<file path="config.mk">
export PLATFORM = sky130hd
export DESIGN_NAME = fifo_rd_sched_flat
export DESIGN_NICKNAME = d
export VERILOG_FILES = /design/src/rtl/fifo_rd_sched_if.sv /design/src/rtl/fifo_rd_sched.sv /design/src/flat_wrapper.sv
export SDC_FILE = /design/constraint.sdc
export NUM_CORES = 1
export LEC_CHECK = 0
export CORE_UTILIZATION = 45
export DETAILED_ROUTE_END_ITERATION = 8
export PLACE_DENSITY = 0.89
export SETUP_SLACK_MARGIN = 0.02
export SLEW_MARGIN = 20
export SYNTH_ARGS = -nofsm -noshare
export SYNTH_HDL_FRONTEND = slang
export SYNTH_SLANG_ARGS = --single-unit
</file>
<file path="constraint.sdc">
create_clock -name rclk -period 4.2 [get_ports rclk]
set_input_delay 0.63 -clock rclk [delete_from_list [all_inputs] [get_ports rclk]]
set_output_delay 0.63 -clock rclk [all_outputs]
set_load 0.05 [all_outputs]
</file>
<file path="src/rtl/fifo_rd_sched_if.sv">
`default_nettype none
// ============================================================================
//  Module   : fifo_rd_sched_if
//  Purpose  : Bundle of the FIFO read port and the per-consumer burst
//             request / data handshake served by fifo_rd_sched.
//  Revision : 1.0  initial release
// ============================================================================
interface fifo_rd_sched_if #(
  parameter int DSIZE  = 8,
  parameter int NREQ   = 4,
  parameter int BLEN_W = 4
) ();

  // Consumer request side
  logic [NREQ-1:0]        req;
  logic [NREQ*BLEN_W-1:0] blen;
  logic [NREQ-1:0]        rd_ready;
  logic [NREQ-1:0]        rd_valid;
  logic [DSIZE-1:0]       rd_data;
  logic                   rd_last;
  logic [NREQ-1:0]        gnt;
  logic                   done;
  logic                   trunc;

  // FIFO read port
  logic                   rempty;
  logic [DSIZE-1:0]       rdata;
  logic                   rinc;

  // Scheduler side
  modport slave (
    input  req, blen, rd_ready, rempty, rdata,
    output rinc, gnt, rd_valid, rd_data, rd_last, done, trunc
  );

  // FIFO plus consumers side
  modport master (
    output req, blen, rd_ready, rempty, rdata,
    input  rinc, gnt, rd_valid, rd_data, rd_last, done, trunc
  );

endinterface
`default_nettype wire

</file>
<file path="src/rtl/fifo_rd_sched.sv">
`default_nettype none
// ============================================================================
//  Module   : fifo_rd_sched
//  Purpose  : Read-side burst scheduler for the async FIFO. Shares the single
//             read port between NREQ consumers, granting whole bursts
//             round-robin and ending each burst on length or empty-timeout.
//  Revision : 1.0  initial release
// ============================================================================
module fifo_rd_sched #(
  parameter int DSIZE  = 8,
  parameter int NREQ   = 4,
  parameter int BLEN_W = 4,
  parameter int TMO    = 15
) (
  input  logic            rclk,
  input  logic            rrst_n,
  fifo_rd_sched_if.slave  bus
);

  localparam int c_ptr_w  = (NREQ > 1) ? $clog2(NREQ) : 1;
  localparam int c_ecnt_w = $clog2(TMO + 1);

  localparam logic [c_ptr_w-1:0]  c_rr_rst  = c_ptr_w'(NREQ - 1);
  localparam logic [c_ecnt_w-1:0] c_tmo_m1  = c_ecnt_w'(TMO - 1);
  localparam logic [c_ecnt_w-1:0] c_tmo_sat = c_ecnt_w'(TMO);
  localparam logic [BLEN_W-1:0]   c_one     = BLEN_W'(1);

  typedef enum logic [0:0] {
    S_IDLE  = 1'b0,
    S_BURST = 1'b1
  } state_t;

  // Registered state
  state_t               r_state;
  logic [NREQ-1:0]      r_gnt;
  logic [c_ptr_w-1:0]   r_gidx;
  logic [c_ptr_w-1:0]   r_rr;
  logic [BLEN_W-1:0]    r_cnt;
  logic [c_ecnt_w-1:0]  r_ecnt;
  logic                 r_done;
  logic                 r_trunc;

  // Combinational helpers
  logic [BLEN_W-1:0]    w_blen_arr [NREQ];
  logic [c_ptr_w-1:0]   w_idx;
  logic [c_ptr_w-1:0]   w_win;
  logic                 w_found;
  logic [BLEN_W-1:0]    w_blen_win;
  logic [BLEN_W-1:0]    w_blen_load;
  logic                 w_in_burst;
  logic                 w_pop;
  logic                 w_last_beat;
  logic                 w_tmo_hit;
  logic [NREQ-1:0]      w_valid;
  logic [DSIZE-1:0]     w_rd_data;

  // Split the packed burst-length bus into one entry per consumer
  always_comb begin
    for (int i = 0; i < NREQ; i++) begin
      w_blen_arr[i] = bus.blen[i*BLEN_W +: BLEN_W];
    end
  end

  // Round-robin search: first set request above the last-served index
  always_comb begin
    w_found = 1'b0;
    w_win   = '0;
    w_idx   = '0;
    for (int k = 1; k <= NREQ; k++) begin
      w_idx = c_ptr_w'((int'(r_rr) + k) % NREQ);
      if (!w_found && bus.req[w_idx]) begin
        w_found = 1'b1;
        w_win   = w_idx;
      end
    end
  end

  // A zero length request still moves one beat
  always_comb begin
    w_blen_win  = w_blen_arr[w_win];
    w_blen_load = (w_blen_win == '0) ? c_one : w_blen_win;
  end

  // Burst-phase pop / last / timeout decode and per-consumer valid
  always_comb begin
    w_in_burst  = (r_state == S_BURST);
    w_pop       = w_in_burst & ~bus.rempty & bus.rd_ready[r_gidx];
    w_last_beat = (r_cnt == c_one);
    w_tmo_hit   = w_in_burst & bus.rempty & (r_ecnt == c_tmo_m1);
    w_valid     = '0;
    if (w_in_burst && !bus.rempty) begin
      w_valid = r_gnt;
    end
  end

  // Arbitration and burst sequencing; done/trunc are one-cycle pulses
  always_ff @(posedge rclk or negedge rrst_n) begin
    if (!rrst_n) begin
      r_state <= S_IDLE;
      r_gnt   <= '0;
      r_gidx  <= '0;
      r_rr    <= c_rr_rst;
      r_cnt   <= '0;
      r_ecnt  <= '0;
      r_done  <= 1'b0;
      r_trunc <= 1'b0;
    end else begin
      r_done  <= 1'b0;
      r_trunc <= 1'b0;
      case (r_state)
        S_IDLE: begin
          if (w_found) begin
            r_gnt   <= NREQ'(1) << w_win;
            r_gidx  <= w_win;
            r_cnt   <= w_blen_load;
            r_ecnt  <= '0;
            r_state <= S_BURST;
          end
        end
        S_BURST: begin
          if (w_pop) begin
            // A pop implies data was present, so the empty run restarts
            r_cnt  <= r_cnt - c_one;
            r_ecnt <= '0;
            if (w_last_beat) begin
              r_state <= S_IDLE;
              r_gnt   <= '0;
              r_rr    <= r_gidx;
              r_done  <= 1'b1;
            end
          end else if (bus.rempty) begin
            if (r_ecnt != c_tmo_sat) begin
              r_ecnt <= r_ecnt + 1'b1;
            end
            if (w_tmo_hit) begin
              r_state <= S_IDLE;
              r_gnt   <= '0;
              r_rr    <= r_gidx;
              r_done  <= 1'b1;
              r_trunc <= 1'b1;
            end
          end else begin
            // Data present but consumer stalled: not an empty condition
            r_ecnt <= '0;
          end
        end
        default: begin
          r_state <= S_IDLE;
          r_gnt   <= '0;
        end
      endcase
    end
  end

  assign w_rd_data    = bus.rdata;
  assign bus.rd_data  = w_rd_data;
  assign bus.rinc     = w_pop;
  assign bus.rd_last  = w_pop & w_last_beat;
  assign bus.rd_valid = w_valid;
  assign bus.gnt      = r_gnt;
  assign bus.done     = r_done;
  assign bus.trunc    = r_trunc;

endmodule
`default_nettype wire

</file>
<file path="src/flat_wrapper.sv">
// flat-port wrapper written by rule: the top's interface ports become plain ports
module fifo_rd_sched_flat 
#(
  parameter int DSIZE  = 8,
  parameter int NREQ   = 4,
  parameter int BLEN_W = 4,
  parameter int TMO    = 15
)
  (rclk, rrst_n, bus_req, bus_blen, bus_rd_ready, bus_rempty, bus_rdata, bus_rinc, bus_gnt, bus_rd_valid, bus_rd_data, bus_rd_last, bus_done, bus_trunc);
  fifo_rd_sched_if #(.DSIZE(DSIZE), .NREQ(NREQ), .BLEN_W(BLEN_W)) bus_i ();
  input  logic rclk;
  input  logic rrst_n;
  input wire logic [$bits(bus_i.req)-1:0] bus_req;
  input wire logic [$bits(bus_i.blen)-1:0] bus_blen;
  input wire logic [$bits(bus_i.rd_ready)-1:0] bus_rd_ready;
  input wire logic [$bits(bus_i.rempty)-1:0] bus_rempty;
  input wire logic [$bits(bus_i.rdata)-1:0] bus_rdata;
  output wire logic [$bits(bus_i.rinc)-1:0] bus_rinc;
  output wire logic [$bits(bus_i.gnt)-1:0] bus_gnt;
  output wire logic [$bits(bus_i.rd_valid)-1:0] bus_rd_valid;
  output wire logic [$bits(bus_i.rd_data)-1:0] bus_rd_data;
  output wire logic [$bits(bus_i.rd_last)-1:0] bus_rd_last;
  output wire logic [$bits(bus_i.done)-1:0] bus_done;
  output wire logic [$bits(bus_i.trunc)-1:0] bus_trunc;
  assign bus_i.req = bus_req;
  assign bus_i.blen = bus_blen;
  assign bus_i.rd_ready = bus_rd_ready;
  assign bus_i.rempty = bus_rempty;
  assign bus_i.rdata = bus_rdata;
  assign bus_rinc = bus_i.rinc;
  assign bus_gnt = bus_i.gnt;
  assign bus_rd_valid = bus_i.rd_valid;
  assign bus_rd_data = bus_i.rd_data;
  assign bus_rd_last = bus_i.rd_last;
  assign bus_done = bus_i.done;
  assign bus_trunc = bus_i.trunc;
  fifo_rd_sched #(.DSIZE(DSIZE), .NREQ(NREQ), .BLEN_W(BLEN_W), .TMO(TMO)) u_core (.rclk(rclk), .rrst_n(rrst_n), .bus(bus_i));
endmodule
</file>
==> results.txt <==
The share of the yosys chip area belonging to registers is 37.0%, and the maximum fanout along the worst path is 6. In this run, post-CTS repair resized a total of 0 instances. Across all register-to-register paths, the minimum setup slack is 1.92 ns. The number of instances on the worst hold path is 1, and the cell depth of the worst flop-to-flop path is 6.

In this design, the critical path's most frequently occurring cell is clkdlybuf4s50_1. The worst reg2reg path endpoint was u_core.r_cnt[0]. dfrtp_1 takes more of the synthesized area than any other cell. In this run the worst hold path is classified as reg -> reg. The run gives 47.2% as the initial core utilization. The dominant synthesized flop cell was dfrtp_1. The final worst clock skew was 0.00290 ns. Global routing consumed, over all layers together, 20.8% of the routing resources. Global routing finished with a remaining overflow of 0. The top cell type by area accounts for 32.9% of the synthesized area. The initial antenna violation count is 0, and the number of diodes is 0. The horizontal die dimension is 55.6 um, and the share of the core filled with cells in the final layout is 60.3%.

The worst-case IR drop observed on VDD is 0.402 mV. In this run, synthesis produced a sequential element count of 19. For the worst-skew pair, the clock arrives at the later sink with an insertion delay of 0.30 ns.

In this run, synthesis inferred 0 flip-flops with an integrated enable. The post-synthesis instance total was 136. After clock tree synthesis, the flow added hold-fix buffers numbering 0.

The critical path contains buffers and inverters numbering 2 combined. The kind of cell adding the most delay to the critical path was buffers and inverters. Dividing the detail-routed via count by the number of cells gives 5.80. The area of the die came out at 3090 um^2. Setup violations remaining at the end of the flow were counted as 0. H-tree level count: 1. The transition time at the pin with the least slew margin is 0.841 ns. The kind of launch point of the worst setup path is an input pin. The required time reported for the critical path endpoint is 3.57 ns.

For the total DRC errors in the routed layout, the log shows 0. The count of input and output buffers came out at 38. The tools report the worst max-slew margin expressed relative to the limit as 43.8%. The placed wire-length estimate is 2320 um. For hold timing, the worst endpoint is u_core.r_gidx[1]. In this run the post-CTS setup repair buffer count came out at 0. The run gives 0 as the count of final max-slew check failures. Power spread over the standard cell area amounts to 549 nW/um^2.

The I/O pin count was 55; the weighted congestion reported at the end of routability-driven placement was 0.828. The worst path uses 77.8% of the clock period. The share of layout cells above drive strength 1 is 9.09%. The maximum single-stage delay on the critical path was 0.87 ns; the length of the first detailed-routing pass in iterations was 4. In this run the remaining antenna-violating nets after routing total 0. Dividing the synthesized area by the synthesized cell count gives 9.49 um^2. The worst setup path is of the in -> out kind. The core region area came out at 2730 um^2. Entering global routing, the biggest net connects 20 pins. The first routing iteration left 53 violations.

The origin of the critical flop-to-flop path is u_core.r_rr[1]. After synthesis, the cell types taking the most area are dfrtp_1 (33%), mux2i_1 (8.5%), buf_4 (5.8%). The largest individual stage delay along the critical path comes from the cell clkdlybuf4s50_1.

The tools report the via count of the first global-routing pass as 1156. In this run, CTS created clock tree buffers numbering 3. The cell area that synthesis handed to floorplanning was 1290 um^2. The layout overhead on the synthesized area came out at 27.7%.

STA classifies the critical path endpoint as a primary output. The number of nets handed over by synthesis was 175. Setup repair after global routing left no endpoint under its margin.

The run gives 205 as the net count of the finished layout. The routed layout has 1137 vias. Subtracting the final worst setup slack from the clock period gives 3.27 ns. Across the run, the number of max-cap violations was 0.

The maximum clock path buffer count was 2; the number of clock sinks was 19. The die is 55.6 um tall. TritonCTS built the clock tree.

Walking the worst path, the cells encountered are clkdlybuf4s50_1, mux4_2, nand2_4, nor4b_2, clkdlybuf4s50_1. The worst hold path begins at u_core.r_gidx[1]. The final layout contains routed wiring with a total length of 2980 um. The run gives 0 as the count of yosys warnings during synthesis. The average wire per cell in the routed design was 15.2 um; the clock input transition at the sequential cells of the worst setup and hold paths was 0.11 ns. Proportion of register bits with asynchronous set or reset after synthesis: 100%. The first global-routing pass estimated 5160 um of wire. The design draws 0.000906 W. The hold violation total from the final report was 0. The flow ran to the end, and the final reports show no timing, DRC or antenna violations.

The floorplan row count is 19, and the maximum operating frequency is 306 MHz. The logs give 2.64 ns for the signal arrival time at the worst endpoint and 0.715 nW for the leakage dissipation. The clock tree root driver cell was clkbuf_4.

Adding up every negative setup slack in the final design gives 0 ns. Counting distinct cell types in the post-synthesis netlist gives 39.
-- metrics by stage --
stage	instance area [um^2]	worst slack (ns)	hold slack (ns)	cells
final	1650	0.932	0.556	196
after global routing	1650	0.841	0.590	196
after CTS	1650	0.918	0.569	196
after detailed placement	1620	0.955	0.545	192
after global placement	1620	0.983	0.520	192
after floorplan	1290	1.54	0.334	136
-- cells in the final DEF (no fill, tap or decap), drive strengths merged, types with 2 or more instances in the layout --
cell type | Yosys | final
clkdlybuf4s50 | 0 | 38
dfrtp | 17 | 17
nand2 | 15 | 15
mux2i | 11 | 11
o21ai | 11 | 11
a21oi | 8 | 8
nor2 | 6 | 6
inv | 5 | 5
and2 | 5 | 5
nand3 | 5 | 5
nand2b | 4 | 4
o22ai | 4 | 4
ha | 4 | 4
a22oi | 3 | 3
clkbuf | 1 | 3
or2 | 2 | 2
mux2 | 2 | 2
a22o | 2 | 2
dfstp | 2 | 2
nor4 | 2 | 2
a31oi | 2 | 2
-- cells in the mapped netlist (2+ instances only) --
| cell | instances |
|---|---|
| buf_4 | 10 |
| dfrtp_1 | 17 |
| o22ai_1 | 4 |
| nand2b_1 | 4 |
| a22oi_1 | 3 |
| mux2i_1 | 11 |
| nor2_1 | 6 |
| mux2_4 | 2 |
| buf_2 | 2 |
| dfstp_2 | 2 |
| inv_1 | 5 |
| nand3_1 | 5 |
| a22o_1 | 2 |
| nand2_1 | 14 |
| and2_1 | 5 |
| a21oi_1 | 8 |
| or2_1 | 2 |
| ha_1 | 4 |
| o21ai_0 | 10 |
-- worst max-delay path by stage --
stage / depth (start not counted) / endpoint / from
5_1_grt: 5 / bus_rd_last / bus_rempty
6_report: 5 / bus_rd_last / bus_rd_ready[2]
3_5_place_dp: 5 / bus_rd_last / bus_rd_ready[2]
2_1_floorplan: 6 / u_core.r_rr[0] / bus_rd_ready[1]
3_3_place_gp: 5 / bus_rd_last / bus_rempty
4_1_cts: 5 / bus_rd_last / bus_rd_ready[2]
-- power breakdown --
group	switching [W]	internal [W]	total, W
Sequential	0.0000678	0.000251	0.000318
Combinational	0.000281	0.000214	0.000495
Clock	0.0000575	0.0000355	0.0000931
Total	0.000406	0.000500	0.000906
-- logic make-up (layout without fill, tap and decap cells) --
group           Yosys count  in the layout  synth area share [%]
flops                    19             19                  37.0
mux                      14             14                  12.6
simple gates             44             44                  19.8
fa+ha+maj                 4              4                  3.88
buf+inv                  18             47                  8.33
compound gates           37             37                  18.4
-- per-layer routing --
layer,vias to the layer above,GRT usage [%],wire (um)
met1,536,25.8,1210
met2,53,34.9,1510
met3,11,4.45,180
met4,0,8.57,75
met5,-,0,0
li1,537,-,-
-- state kept, by name, summed over array words and instances, names as in the netlist --
name and flops:
u_core.r_rr 2, u_core.r_state 1, u_core.r_gidx 2, u_core.bus.done 1, u_core.bus.gnt 4, u_core.r_ecnt 4
u_core.r_cnt 4, u_core.bus.trunc 1
-- area by class of cell --
type                       instances  area (um^2)
clock buffer                       3         22.5
clock inverter                     1         5.00
fill                             240         1080
inverter                           5         18.8
multi-input combinational         99          706
sequential                        19          478
tap                               31         38.8
timing repair buffer              38          380
(Power assumes the default switching activity.)
